<file path="src/rtl/snake_pkg.sv">
// Direction encoding and helpers shared by the input queue and the game engine.
// Pure definitions: no latency, no flow control.
package snake_pkg;

  typedef logic [1:0] dir_t;

  localparam dir_t DIR_UP    = 2'd0;
  localparam dir_t DIR_DOWN  = 2'd1;
  localparam dir_t DIR_LEFT  = 2'd2;
  localparam dir_t DIR_RIGHT = 2'd3;
  localparam dir_t DIR_RESET = DIR_DOWN;

  localparam int               SEED_W    = 26;
  localparam logic [SEED_W-1:0] SEED_INIT = 26'h155_5555;
  localparam int               MAX_DEPTH = 4;

  // Up/down and left/right differ only in bit 0.
  function automatic dir_t opposite_dir(input dir_t d);
    return d ^ 2'b01;
  endfunction

endpackage

</file>
<file path="src/rtl/btn_debounce.sv">
// Raw button -> 2-flop sync -> polarity normalise -> debounce -> registered press pulse.
// Latency 2 + DEBOUNCE_CYCLES clk from raw edge to pulse; no backpressure, pulses are fire-and-forget.
module btn_debounce #(
  parameter int DEBOUNCE_CYCLES = 100000,
  parameter bit ACTIVE_LOW      = 1'b0
) (
  input  logic clk,
  input  logic reset,
  input  logic btn,
  output logic press
);

  localparam int               CNT_W    = $clog2(DEBOUNCE_CYCLES + 1);
  localparam logic [CNT_W-1:0] CNT_LAST = CNT_W'(DEBOUNCE_CYCLES - 1);
  localparam logic             IDLE_LVL = ACTIVE_LOW;

  logic             sync1;
  logic             sync2;
  logic [1:0]       live;
  logic             armed;
  logic             stable;
  logic [CNT_W-1:0] cnt;
  logic             level;

  assign level = ACTIVE_LOW ? ~sync2 : sync2;

  // armed stays low until the synchronizer has carried a real released sample,
  // so a button held through reset never produces a press.
  always_ff @(posedge clk or negedge reset) begin
    if (!reset) begin
      sync1  <= IDLE_LVL;
      sync2  <= IDLE_LVL;
      live   <= 2'b00;
      armed  <= 1'b0;
      stable <= 1'b0;
      cnt    <= '0;
      press  <= 1'b0;
    end else begin
      sync1 <= btn;
      sync2 <= sync1;
      live  <= {live[0], 1'b1};
      if (live[1] && !level)
        armed <= 1'b1;
      press <= 1'b0;
      if (level == stable) begin
        cnt <= '0;
      end else if (cnt == CNT_LAST) begin
        cnt    <= '0;
        stable <= level;
        press  <= level & armed;
      end else begin
        cnt <= cnt + 1'b1;
      end
    end
  end

endmodule

</file>
<file path="src/rtl/arrow_input_queue.sv">
// Four debounced arrow buttons feeding a small direction queue consumed on each game tick.
// Press enqueues 1 clk after its pulse; a full queue without a same-cycle pop drops and pulses drop.
module arrow_input_queue
  import snake_pkg::*;
#(
  parameter int DEBOUNCE_CYCLES = 100000,
  parameter int DEPTH           = 2
) (
  input  logic              clk,
  input  logic              reset,
  input  logic              btn_up,
  input  logic              btn_down,
  input  logic              btn_left,
  input  logic              btn_right,
  input  logic              tick,
  input  logic              clear,
  output logic [1:0]        dir,
  output logic [2:0]        queue_count,
  output logic              drop,
  output logic [SEED_W-1:0] seed
);

  localparam logic [2:0] DEPTH_C = 3'(DEPTH);

  logic p_up, p_down, p_left, p_right;

  btn_debounce #(.DEBOUNCE_CYCLES(DEBOUNCE_CYCLES), .ACTIVE_LOW(1'b1)) u_db_up (
    .clk(clk), .reset(reset), .btn(btn_up), .press(p_up));
  btn_debounce #(.DEBOUNCE_CYCLES(DEBOUNCE_CYCLES), .ACTIVE_LOW(1'b1)) u_db_down (
    .clk(clk), .reset(reset), .btn(btn_down), .press(p_down));
  btn_debounce #(.DEBOUNCE_CYCLES(DEBOUNCE_CYCLES), .ACTIVE_LOW(1'b0)) u_db_left (
    .clk(clk), .reset(reset), .btn(btn_left), .press(p_left));
  btn_debounce #(.DEBOUNCE_CYCLES(DEBOUNCE_CYCLES), .ACTIVE_LOW(1'b0)) u_db_right (
    .clk(clk), .reset(reset), .btn(btn_right), .press(p_right));

  dir_t              q   [MAX_DEPTH];
  dir_t              q_n [MAX_DEPTH];
  logic [2:0]        cnt_n;
  logic              has_press;
  dir_t              press_dir;
  dir_t              ref_dir;
  logic              accept;
  logic              pop;
  logic              enq;
  logic [SEED_W-1:0] free_cnt;

  always_comb begin
    has_press = p_up | p_down | p_left | p_right;
    press_dir = DIR_RIGHT;
    if (p_left) press_dir = DIR_LEFT;
    if (p_down) press_dir = DIR_DOWN;
    if (p_up)   press_dir = DIR_UP;

    // A new press is judged against where the snake will be heading after the queue drains.
    ref_dir = (queue_count != 3'd0) ? q[2'(queue_count - 3'd1)] : dir;
    accept  = has_press && (press_dir != ref_dir) && (press_dir != opposite_dir(ref_dir));
    pop     = tick && (queue_count != 3'd0);
    enq     = accept && ((queue_count < DEPTH_C) || pop);

    q_n   = q;
    cnt_n = queue_count;
    if (pop) begin
      for (int i = 0; i < MAX_DEPTH - 1; i++)
        q_n[i] = q[i+1];
      cnt_n = queue_count - 3'd1;
    end
    if (enq) begin
      q_n[2'(cnt_n)] = press_dir;
      cnt_n          = cnt_n + 3'd1;
    end
  end

  always_ff @(posedge clk or negedge reset) begin
    if (!reset) begin
      dir         <= DIR_RESET;
      queue_count <= 3'd0;
      drop        <= 1'b0;
      seed        <= SEED_INIT;
      free_cnt    <= '0;
      for (int i = 0; i < MAX_DEPTH; i++)
        q[i] <= DIR_RESET;
    end else begin
      free_cnt <= free_cnt + 1'b1;
      if (clear) begin
        queue_count <= 3'd0;
        dir         <= DIR_RESET;
        drop        <= 1'b0;
      end else begin
        if (pop)
          dir <= q[0];
        q           <= q_n;
        queue_count <= cnt_n;
        drop        <= accept && !enq;
        if (accept)
          seed <= seed ^ free_cnt;
      end
    end
  end

endmodule
</file>
<file path="config.mk">
export PLATFORM = sky130hd
export DESIGN_NAME = arrow_input_queue
export DESIGN_NICKNAME = d
export VERILOG_FILES = /design/src/rtl/snake_pkg.sv /design/src/rtl/btn_debounce.sv /design/src/rtl/arrow_input_queue.sv
export SDC_FILE = /design/constraint.sdc
export NUM_CORES = 1
export LEC_CHECK = 0
export ABC_CLOCK_PERIOD_IN_PS = 5100
export CAP_MARGIN = 5
export CORE_ASPECT_RATIO = 2
export CORE_MARGIN = 2
export CORE_UTILIZATION = 48
export CTS_CLUSTER_SIZE = 24
export DETAILED_ROUTE_END_ITERATION = 8
export PLACE_DENSITY = 0.66
export SYNTH_ARGS = -nofsm -noshare
export SYNTH_HDL_FRONTEND = slang
export SYNTH_SLANG_ARGS = --single-unit
</file>
<file path="constraint.sdc">
create_clock -name clk -period 5.1 [get_ports clk]
set_clock_uncertainty 0.05 [all_clocks]
set_input_delay 1.02 -clock clk [delete_from_list [all_inputs] [get_ports clk]]
set_output_delay 1.02 -clock clk [all_outputs]
set_load 0.01 [all_outputs]
</file>
After elaboration in Yosys (flattened, before gate mapping):

Cells that the tools add are included.

* add/subtract/negate cells: 7
* reduce and logical (&&, ||, !) cells: 22
* equal/unequal tests: 10
* shift-type cells: 0
* muxes and demuxes: 34
* magnitude comparators: 4
* multiply operators: 0
* divide/modulo/power cells: 0
* bitwise gates (word level): 18

Operators by type and width (count)
* $mux 17: 8
* $add 17x1->17 const B: 4
* $eq 17x17->1 const B: 4
* $add 26x1->26 const B: 1
* $xor 26x26->26: 1
* $mux 2: 8
* $reduce_and 2->1: 6
* $logic_and 1x1->1: 10
* $mux 1: 10
* $mux 3: 3
* $bwmux 8: 1
* $mux 8: 1
* $not 1->1: 8
* $ge 3x3->1 const B: 2
* $mux 6: 1
* $not 2->3: 2
* $and 1x1->1: 4
* $bmux 2 s2: 1
* $demux 2 s2: 1
* $eq 1x1->1: 4
* $ne 2x2->1: 2
* $add 3x1->3 const B: 1
* $logic_not 1->1: 3
* $lt 3x1->1 const B: 1
* 6 further kinds: 8

* latch bits: 0
* output and inout port bits: 32
* memories kept: 0
* word-level logic and storage cells: 132
* register bits after elaboration: 162
* memory bits (writable): 0
* memory bits (read-only): 0

Longest topological paths before layout:

Gate-level depths: netlist (run 1).

* word-level depth: 13
* gate-level depth with buffers: 10
* gate-level depth less buffers: 10

Modules after synthesis:

Synthesis (run 1) repeated with hierarchy kept, for this count alone.

* cells, all modules: 683
* area total of the unflattened synthesis: 7564.8 µm²

By module, submodules not included
* arrow_input_queue: area an instance 3135.5 µm², times used 1, cells an instance 273
* btn_debounce (u_db_down ...): area an instance 1133.6 µm², times used 2, cells an instance 103
* btn_debounce (u_db_left ...): area an instance 1081.0 µm², times used 2, cells an instance 102

Worst setup path after synthesis (run 1):

OpenSTA, ideal clock, no wires.

* path type: input-to-reg
* from: input port tick
* to: register (tool-made name)
* arrival time: 2301 ps
* slack: 2625 ps
* stages on the path: 7
* library setup time: 125 ps
* cells stage by stage: nand2_1 -> xnor2_1 -> inv_1 -> ha_1 -> nor2b_1 -> nand3_1 -> mux2_2

RTL lines
* from (decl): line arrow_input_queue.sv:15 `input logic tick,`

==> impl_metrics.csv, run 1 <==
group,metric,value,unit
status,status,"complete, no violations",
final_layout,drive_above_1_share,0.112,
setup_path,cp_top_family,"buffers and inverters",
clocking,root_buffer,"clkbuf_16",
timing,hold_viol_final,0,
timing,rsz0062_at_grt,"no",
synthesis,ys_seq_area_frac,0.559,
setup_path,required,5350,ps
placed_design,gp_congestion,0.886,
clocking,cts_sinks,156,
power,peakVddDrop,0.209,mV
timing,max_slew.worst_pin.slew,971,ps
global_routing,track_usage,0.180,
floorplan,io_pins,40,
routing,postRouteAntennaNets,0,
synthesis,yosysWarnings,0,
hold_path,hold_path.class,"reg2reg",
clocking,post_cts_resized,0,
routing,drc,0,
clocking,hold_buffers,0,
timing,slew_headroom,0.347,
timing,setup_viol,0,
routing,drtIter0Drc,240,
routing,viasPerCell,5.12,
power,p_leak,0.00359,µW
setup_path,path_buf_inv,2,
clocking,clk_path_buf_depth,2,
global_routing,antenna_found_initial,0,
global_routing,grt_pass1_vias,4775,
final_layout,fillers,1226,
setup_path,slowest_delay,560,ps
setup_path,crit_fanout,6,
synthesis,avgSynthCellArea,10.9,µm²
power,finalPower,2870,µW
setup_path,cp_cell_sequence,"clkdlybuf4s50_1 > nand2_1 > xnor2_1 > inv_1 > ha_1 > nor2b_1 > nand3_1 > mux2_2",
timing,slew_violations,0,
synthesis,async_reset_ff_frac,1.00,
clocking,post-cts-setup-buffers,0,
timing,setup_tns,0,ps
global_routing,grt_max_degree,82,
setup_path,crit_path_top_delay_cell,"clkdlybuf4s50_1",
global_routing,overflow,0,
placed_design,post-dp-hpwl,8950,µm
floorplan,die-area,15700,µm²
synthesis,syn_inst,645,
synthesis,synth.top_cell.area_share,0.477,
timing,fin_crit,2890,ps
synthesis,synth_flop_cell,"dfrtp_1",
synthesis,yosysUniqueCellTypes,47,
run,max_cap_violations,0,
final_layout,final_net_count,714,
final_layout,area_delta_synth_final,16.8,%
routing,wl_per_cell,14.1,µm
global_routing,grt_pass1_wl,21900,µm
setup_path,cp-start-kind,"input port",
clocking,cts_tree,"done",
synthesis,synth_area_leaders,"dfrtp_1 (48%), dfstp_2 (8.2%), xnor2_1 (8.1%)",
clocking,clk_pin_slew_worst_paths,70,ps
floorplan,die_h,175,µm
routing,dr.pass1.iters,4,
synthesis,ys_ff_latch,156,
placed_design,io_buffers,39,
synthesis,synth_edf_count,0,
floorplan,core,14400,µm²
clocking,clkLatencyLatePin,420,ps
synthesis,syn-num-nets,664,
setup_path,critPathKind,"in2reg",
clocking,h-tree-depth,4,
floorplan,num_rows,62,
floorplan,start_util,0.490,
power,p_per_area,350,nW/µm²
setup_path,worstPathArrival,3140,ps
final_layout,final_common_cell,"dfrtp_1",
timing,fin_crit_sh,0.566,
timing,clock.fmax,347,MHz
synthesis,syn_area,7030,µm²
routing,wl,12700,µm
floorplan,die_w,89.6,µm
final_layout,mostFrequentLayoutCells,"dfrtp_1 (134), nor2_1 (93), xnor2_1 (65)",
clocking,numCtsBuffers,17,
final_layout,n_antenna_cell,0,
routing,vias,4611,
synthesis,yosys.area.top_type,"dfrtp_1",
setup_path,setup.worst_path.end_class,"flip-flop",
-- synthesized netlist by cell type (2+ instances only) --
library cell / count
a21o_1: 4
a21oi_1: 11
and2_1: 2
and3_1: 16
and4_1: 14
and4b_1: 2
buf_2: 3
buf_6: 3
clkbuf_1: 4
dfrtp_1: 134
dfstp_2: 22
ha_1: 11
inv_1: 22
mux2_2: 3
mux2i_1: 15
nand2_1: 60
nand2_2: 2
nand3_1: 37
nand4_1: 17
nor2_1: 93
nor2b_1: 3
nor3_1: 15
nor4_1: 3
nor4b_1: 2
o21ai_0: 7
o21ai_2: 3
or2_2: 4
xnor2_1: 65
xor2_1: 50
-- per-layer routing --
metal / share of wire / GRT usage
met5: 0 / 0
met4: 0.016 / 0.0616
met3: 0.028 / 0.0468
met2: 0.56 / 0.319
met1: 0.39 / 0.201
-- sequential cells by signal, summed over array words and instances, names as in the netlist, 2 cells and up, named ones only --
signal	flops
free_cnt	26
seed	26
u_db_down.cnt	17
u_db_left.cnt	17
u_db_right.cnt	17
u_db_up.cnt	17
q	6
queue_count	3
dir	2
-- per-stage QoR --
stage / util / cells / hold WS [ps] / instance area (µm²) / setup slack [ps]
final: 0.572 / 900 / 303 / 8210 / 2210
after global routing: 0.572 / 900 / 310 / 8210 / 2110
after CTS: 0.572 / 900 / 308 / 8210 / 2260
after detailed placement: 0.531 / 868 / 289 / 7620 / 1830
after global placement: 0.531 / 868 / 283 / 7620 / 1930
after floorplan: - / 645 / 281 / 7030 / 2620
-- cell type report --
cell class              instances  area [µm²]  share of cell area
inverters                      22        82.6              0.0101
clock inverters                15         169              0.0206
well taps                     192         240              0.0293
multi-input cells             456        2950               0.359
flip-flops and latches        156        3930               0.479
clock buffers                  17         425              0.0518
repair buffers                 42         414              0.0504
-- path summary, 6_finish.rpt --
check                                           start                    endpoint  slack (ps)  depth (start not counted)
min in group asynchronous                       reset            q[7]$_DFFE_PN0N_         560                          1
max in group asynchronous                       reset         seed[8]$_DFFE_PN1P_        3360                          2
setup / recovery                                 tick                   flip-flop        2210                          8
setup reg to reg             queue_count[0]$_DFF_PN0_                   flip-flop        2480                         10
hold / removal             u_db_right.sync1$_DFF_PN0_  u_db_right.level$_DFF_PN0_         300                          0
hold reg to reg            u_db_right.sync1$_DFF_PN0_  u_db_right.level$_DFF_PN0_         300                          0
-- logic make-up (layout without fill, tap and decap cells) --
| family | count (synthesis) | after routing | synth area share |
|---|---|---|---|
| other cells | 1 | 1 | 0.000533 |
| mux | 21 | 21 | 0.0345 |
| fa+ha+maj | 11 | 11 | 0.0196 |
| compound gates | 29 | 29 | 0.0254 |
| simple gates | 279 | 279 | 0.196 |
| flops | 156 | 156 | 0.559 |
| buf+inv | 33 | 96 | 0.0215 |
| xor+xnor | 115 | 115 | 0.143 |
-- where the power goes --
| group | total [µW] | switching (µW) | internal (µW) |
|---|---|---|---|
| logic | 327 | 197 | 131 |
| registers | 1290 | 26.6 | 1270 |
| clock network | 1250 | 552 | 699 |
| total | 2870 | 775 | 2100 |
(Power assumes the default switching activity.)
==> inputs of run 2 (changes only) <==
--- a/config.mk
+++ b/config.mk
@@ -5,7 +5,7 @@
 export SDC_FILE = /design/constraint.sdc
 export NUM_CORES = 1
 export LEC_CHECK = 0
-export ABC_CLOCK_PERIOD_IN_PS = 5100
+export ABC_CLOCK_PERIOD_IN_PS = 2900
 export CAP_MARGIN = 5
 export CORE_ASPECT_RATIO = 2
 export CORE_MARGIN = 2
==> constraint.sdc (replaced) <==
create_clock -name clk -period 2.9 [get_ports clk]
set_clock_uncertainty 0.05 [all_clocks]
set_input_delay 0.58 -clock clk [delete_from_list [all_inputs] [get_ports clk]]
set_output_delay 0.58 -clock clk [all_outputs]
set_load 0.01 [all_outputs]
==> run 2 against run 1 <==
Effect of this change: die area is the same; register-to-register slack got worse by 2100 ps; routed wire length down 1.0%; sequential power is 76% higher; critical path depth is 2 higher; sequential share of layout area shrank 0.43 points; first-iteration DRC count is 17% lower.
==> impl_metrics.csv, run 2 (synthesis results as in run 1) <==
group,metric,value,unit
clocking,cts_tree,"done",
routing,wl_per_cell,13.9,µm
hold_path,hold_path.class,"in2async",
floorplan,die-area,15700,µm²
global_routing,grt_pass1_vias,4781,
setup_path,cp-start-kind,"flip-flop",
setup_path,setup.worst_path.end_class,"flip-flop",
final_layout,area_delta_synth_final,17.8,%
final_layout,fin_util,0.577,
floorplan,start_util,0.490,
routing,wl_met1,5150,µm
clocking,clk_path_buf_depth,2,
clocking,clk_pin_slew_worst_paths,70,ps
global_routing,track_usage,0.174,
global_routing,overflow,0,
setup_path,critPathKind,"reg2reg",
timing,setup_tns,0,ps
placed_design,gp_congestion,0.811,
setup_path,cp_cell_sequence,"inv_1 > ha_1 > nand2b_2 > nand2_1 > xnor2_1 > inv_1 > ha_1 > nor2b_1 > nand3_1 > mux2_2",
timing,fin_crit_sh,0.856,
routing,met2WireLength,6860,µm
setup_path,crit_fanout,5,
clocking,post-cts-setup-buffers,0,
floorplan,die_h,175,µm
routing,drc,0,
setup_path,r2r_start,"queue_count[0]$_DFF_PN0_",
floorplan,core,14400,µm²
routing,drtIter0Drc,199,
routing,wl_met3,295,µm
global_routing,grt_max_degree,71,
routing,viasPerCell,5.16,
routing,top_layer_used,"met4",
placed_design,dp_cells,874,
final_layout,drive_above_1_share,0.118,
clocking,cts_sinks,156,
final_layout,n_antenna_cell,0,
clocking,hold_buffers,0,
routing,dr.pass1.iters,6,
status,status,"complete, no violations",
timing,fin_crit,2480,ps
final_layout,largestRegisters,"free_cnt (26), seed (26)",
timing,max_slew.worst_pin.slew,647,ps
setup_path,crit_path_top_delay_cell,"dfrtp_1",
routing,vias,4671,
power,p_per_area,617,nW/µm²
placed_design,io_buffers,39,
timing,slew_violations,0,
run,max_cap_violations,0,
clocking,post_cts_resized,0,
final_layout,mostFrequentLayoutCells,"dfrtp_1 (134), nor2_1 (93), xnor2_1 (65)",
setup_path,worst-r2r-cell-count,10,
power,p_leak,0.00362,µW
final_layout,final_net_count,720,
clocking,numCtsBuffers,17,
setup_path,slowest_delay,380,ps
floorplan,io_pins,40,
setup_path,required,3160,ps
final_layout,final_common_cell,"dfrtp_1",
final_layout,instances_no_fill,906,
setup_path,worstPathArrival,2740,ps
routing,postRouteAntennaNets,0,
clocking,h-tree-depth,4,
setup_path,rrSetupSlack,420,ps
clocking,root_buffer,"clkbuf_16",
timing,fin_ws,416,ps
floorplan,die_w,89.6,µm
timing,clock.fmax,403,MHz
timing,rsz0062_at_grt,"no",
placed_design,post-dp-hpwl,8760,µm
global_routing,grt_pass1_wl,21600,µm
clocking,clkLatencyLatePin,420,ps
timing,timing.hold.ws,105,ps
timing,slew_headroom,0.568,
floorplan,num_rows,62,
timing,hold_viol_final,0,
power,peakVddDrop,0.414,mV
placed_design,dp_slack,167,ps
timing,setup_viol,0,
routing,wl,12600,µm
global_routing,antenna_found_initial,0,
run 2: cell count changes in the layout (fill, tap and decap cells not counted), sizes merged:
cell and change:
clkinvlp +1, inv -3, bufinv +1, clkinv -1, clkbuf +2, buf +6
run 2: how the worst max path moves through the flow:
| stage | start | end | slack, ps | cells past startpoint |
|---|---|---|---|---|
| floorplan | queue_count[0]$_DFF_PN0_ | flip-flop | 550 | 10 |
| global placement | tick | flip-flop | 220 | 8 |
| detailed placement | tick | flip-flop | 170 | 8 |
| CTS | queue_count[0]$_DFF_PN0_ | flip-flop | 420 | 10 |
| global route | queue_count[0]$_DFF_PN0_ | flip-flop | 240 | 10 |
| finish | queue_count[0]$_DFF_PN0_ | flip-flop | 420 | 10 |
run 2: final cells by class:
class	instances	area, µm²
fillers	1202	6060
flip-flops and latches	156	3930
multi-input cells	456	2950
repair buffers	48	484
clock buffers	19	443
well taps	192	240
clock inverters	13	155
inverters	22	82.6
run 2: per-stage QoR:
stage,cell area [µm²],power (µW)
floorplan,7030,2680
global placement,7690,2870
detailed placement,7690,2900
CTS,8290,5180
global route,8290,5340
finish,8290,5120
run 2: power by group:
part	switching (µW)	internal, µW	total, µW	leakage [µW]
Clock	943	1320	2260	0.000289
Sequential	42.1	2230	2270	0.00204
Combinational	343	243	586	0.00129
run 2: routing by layer:
layer  vias up  global-route usage
met3        19              0.0378
li1       2267                   -
met4         0              0.0659
met5         -                   0
met2        63               0.306
met1      2322               0.200
run 2: critical path, delay by kind of cell, from the launching register on:
kind	cells	cell delay [ps]
XOR/XNOR	1	350
adder cells (fa/ha/maj)	2	460
buffers and inverters	2	240
flip-flops	1	380
multiplexers	1	340
AND/OR/NAND/NOR	4	560
==> inputs of run 3 (changes only) <==
--- a/config.mk
+++ b/config.mk
@@ -12,7 +12,7 @@
 export CORE_UTILIZATION = 48
 export CTS_CLUSTER_SIZE = 24
 export DETAILED_ROUTE_END_ITERATION = 8
-export PLACE_DENSITY = 0.66
+export PLACE_DENSITY = 0.65
 export SYNTH_ARGS = -nofsm -noshare
 export SYNTH_HDL_FRONTEND = slang
 export SYNTH_SLANG_ARGS = --single-unit
==> constraint.sdc (replaced) <==
create_clock -name clk -period 2.9 [get_ports clk]
set_clock_uncertainty 0.05 [all_clocks]
set_input_delay 0.29 -clock clk [delete_from_list [all_inputs] [get_ports clk]]
set_output_delay 0.29 -clock clk [all_outputs]
set_load 0.02 [all_outputs]
==> run 3 against run 2 <==
Effect of this change: register-to-register slack got worse by 70 ps; final cell count fell by 0.11%; non-clock buffer count fell by 1; flip-flop and latch count did not move; die area did not move; global-route usage rose by 0.99 points; highest routed layer unchanged.
==> impl_metrics.csv, run 3 (synthesis results as in run 1) <==
group,metric,value,unit
global_routing,antenna_found_initial,0,
hold_path,hold_path.class,"in2reg",
global_routing,track_usage,0.184,
placed_design,gp_congestion,0.870,
setup_path,cp-startpoint,"queue_count[0]$_DFF_PN0_",
power,p_leak,0.00360,µW
run,max_cap_violations,0,
routing,wl,13200,µm
floorplan,start_util,0.490,
floorplan,num_rows,62,
final_layout,area_delta_synth_final,17.5,%
global_routing,grt_pass1_vias,5061,
setup_path,cp-start-kind,"flip-flop",
setup_path,worstPathArrival,2820,ps
routing,wl_per_cell,14.6,µm
final_layout,final_net_count,719,
final_layout,drive_above_1_share,0.115,
floorplan,io_pins,40,
routing,drtIter0Drc,162,
clocking,post_cts_resized,0,
power,p_seq_frac,0.448,
final_layout,n_antenna_cell,0,
setup_path,setup.worst_path.end_class,"flip-flop",
global_routing,overflow,0,
placed_design,io_buffers,39,
routing,viasPerCell,5.22,
clocking,clk_path_buf_depth,2,
timing,rsz0062_at_grt,"no",
final_layout,largestRegisters,"free_cnt (26), seed (26)",
timing,setup_viol,0,
clocking,h-tree-depth,4,
timing,slew_headroom,0.579,
power,peakVddDrop,0.427,mV
clocking,numCtsBuffers,17,
clocking,clk_pin_slew_worst_paths,70,ps
timing,max_slew.worst_pin.slew,630,ps
setup_path,worst-r2r-cell-count,10,
timing,clock.fmax,391,MHz
setup_path,required,3160,ps
clocking,root_buffer,"clkbuf_16",
floorplan,die_w,89.6,µm
timing,fin_ws,343,ps
final_layout,fin_util,0.576,
timing,setup_tns,0,ps
global_routing,grt_pass1_wl,22700,µm
clocking,clkLatencyLatePin,420,ps
power,pwr-share-comb,0.115,
setup_path,rrSetupSlack,340,ps
power,power_switching,1320,µW
routing,vias,4723,
clocking,cts_sinks,156,
setup_path,critPathKind,"reg2reg",
power,intPower,3740,µW
status,status,"complete, no violations",
placed_design,dp_slack,326,ps
timing,hold_viol_final,0,
power,clockPowerShare,0.437,
timing,slew_violations,0,
final_layout,final_common_cell,"dfrtp_1",
setup_path,r2r_start,"queue_count[0]$_DFF_PN0_",
power,p_sw_frac,0.261,
floorplan,die_h,175,µm
floorplan,core,14400,µm²
floorplan,die-area,15700,µm²
setup_path,crit_fanout,6,
final_layout,fillers,1217,
routing,drc,0,
timing,fin_crit,2560,ps
routing,dr.pass1.iters,4,
routing,postRouteAntennaNets,0,
final_layout,mostFrequentLayoutCells,"dfrtp_1 (134), nor2_1 (93), xnor2_1 (65)",
placed_design,post-dp-hpwl,9250,µm
clocking,cts_tree,"done",
timing,fin_crit_sh,0.882,
global_routing,grt_max_degree,68,
power,p_per_area,613,nW/µm²
run 3: worst min path at each step:
| stage | start | end | slack [ps] | cells past startpoint |
|---|---|---|---|---|
| finish | btn_down | u_db_down.sync1$_DFF_PN1_ | 220 | 1 |
| global route | btn_down | u_db_down.sync1$_DFF_PN1_ | 210 | 1 |
| CTS | btn_down | u_db_down.sync1$_DFF_PN1_ | 200 | 1 |
| detailed placement | reset | q[7]$_DFFE_PN0N_ | 280 | 1 |
| global placement | reset | q[7]$_DFFE_PN0N_ | 280 | 1 |
| floorplan | reset | asynchronous set/reset pin | -60 | 0 |
run 3: cell type report:
| type | instances | area, µm² | share of cell area |
|---|---|---|---|
| Clock buffer | 18 | 429 | 0.0520 |
| Clock inverter | 14 | 160 | 0.0194 |
| Inverter | 22 | 82.6 | 0.0100 |
| Multi-Input combinational cell | 456 | 2950 | 0.357 |
| Sequential cell | 156 | 3930 | 0.476 |
| Tap cell | 192 | 240 | 0.0291 |
| Timing Repair Buffer | 47 | 467 | 0.0565 |
run 3: power groups by stage:
stage / combinational (µW) / clock, µW / sequential (µW)
detailed placement: 586 / 0 / 2310
global placement: 567 / 0 / 2310
finish: 584 / 2210 / 2270
global route: 668 / 2350 / 2280
CTS: 591 / 2270 / 2270
floorplan: 365 / 0 / 2330
run 3: timing repair:
item	in CTS	in global routing
buffers inserted	0	0
hold buffers	1	0
endpoints found under the hold margin	47	0
run 3: per-stage QoR:
| stage | power, µW | area (µm²) | cells | hold slack [ps] |
|---|---|---|---|---|
| 2_1_floorplan | 2700 | 7030 | 645 | -55.6 |
| 3_3_place_gp | 2870 | 7660 | 872 | 278 |
| 3_5_place_dp | 2900 | 7660 | 872 | 283 |
| 4_1_cts | 5130 | 8260 | 905 | 201 |
| 5_1_grt | 5300 | 8260 | 905 | 206 |
| 6_report | 5070 | 8260 | 905 | 218 |
run 3: critical path: stages (launching register included):
cell and delay (ps):
dfrtp_1 380, inv_1 90, ha_1 230, nand2b_2 150, nand2_1 160, xnor2_1 380
inv_1 120, ha_1 220, nor2b_1 160, nand3_1 160, mux2_2 340
run 3: routing by layer:
layer | wire, µm | GRT usage | up-vias
li1 | - | - | 2254
met2 | 7490 | 0.336 | 77
met3 | 325 | 0.0373 | 18
met4 | 252 | 0.0728 | 0
met5 | 0 | 0 | -
met1 | 5100 | 0.199 | 2374
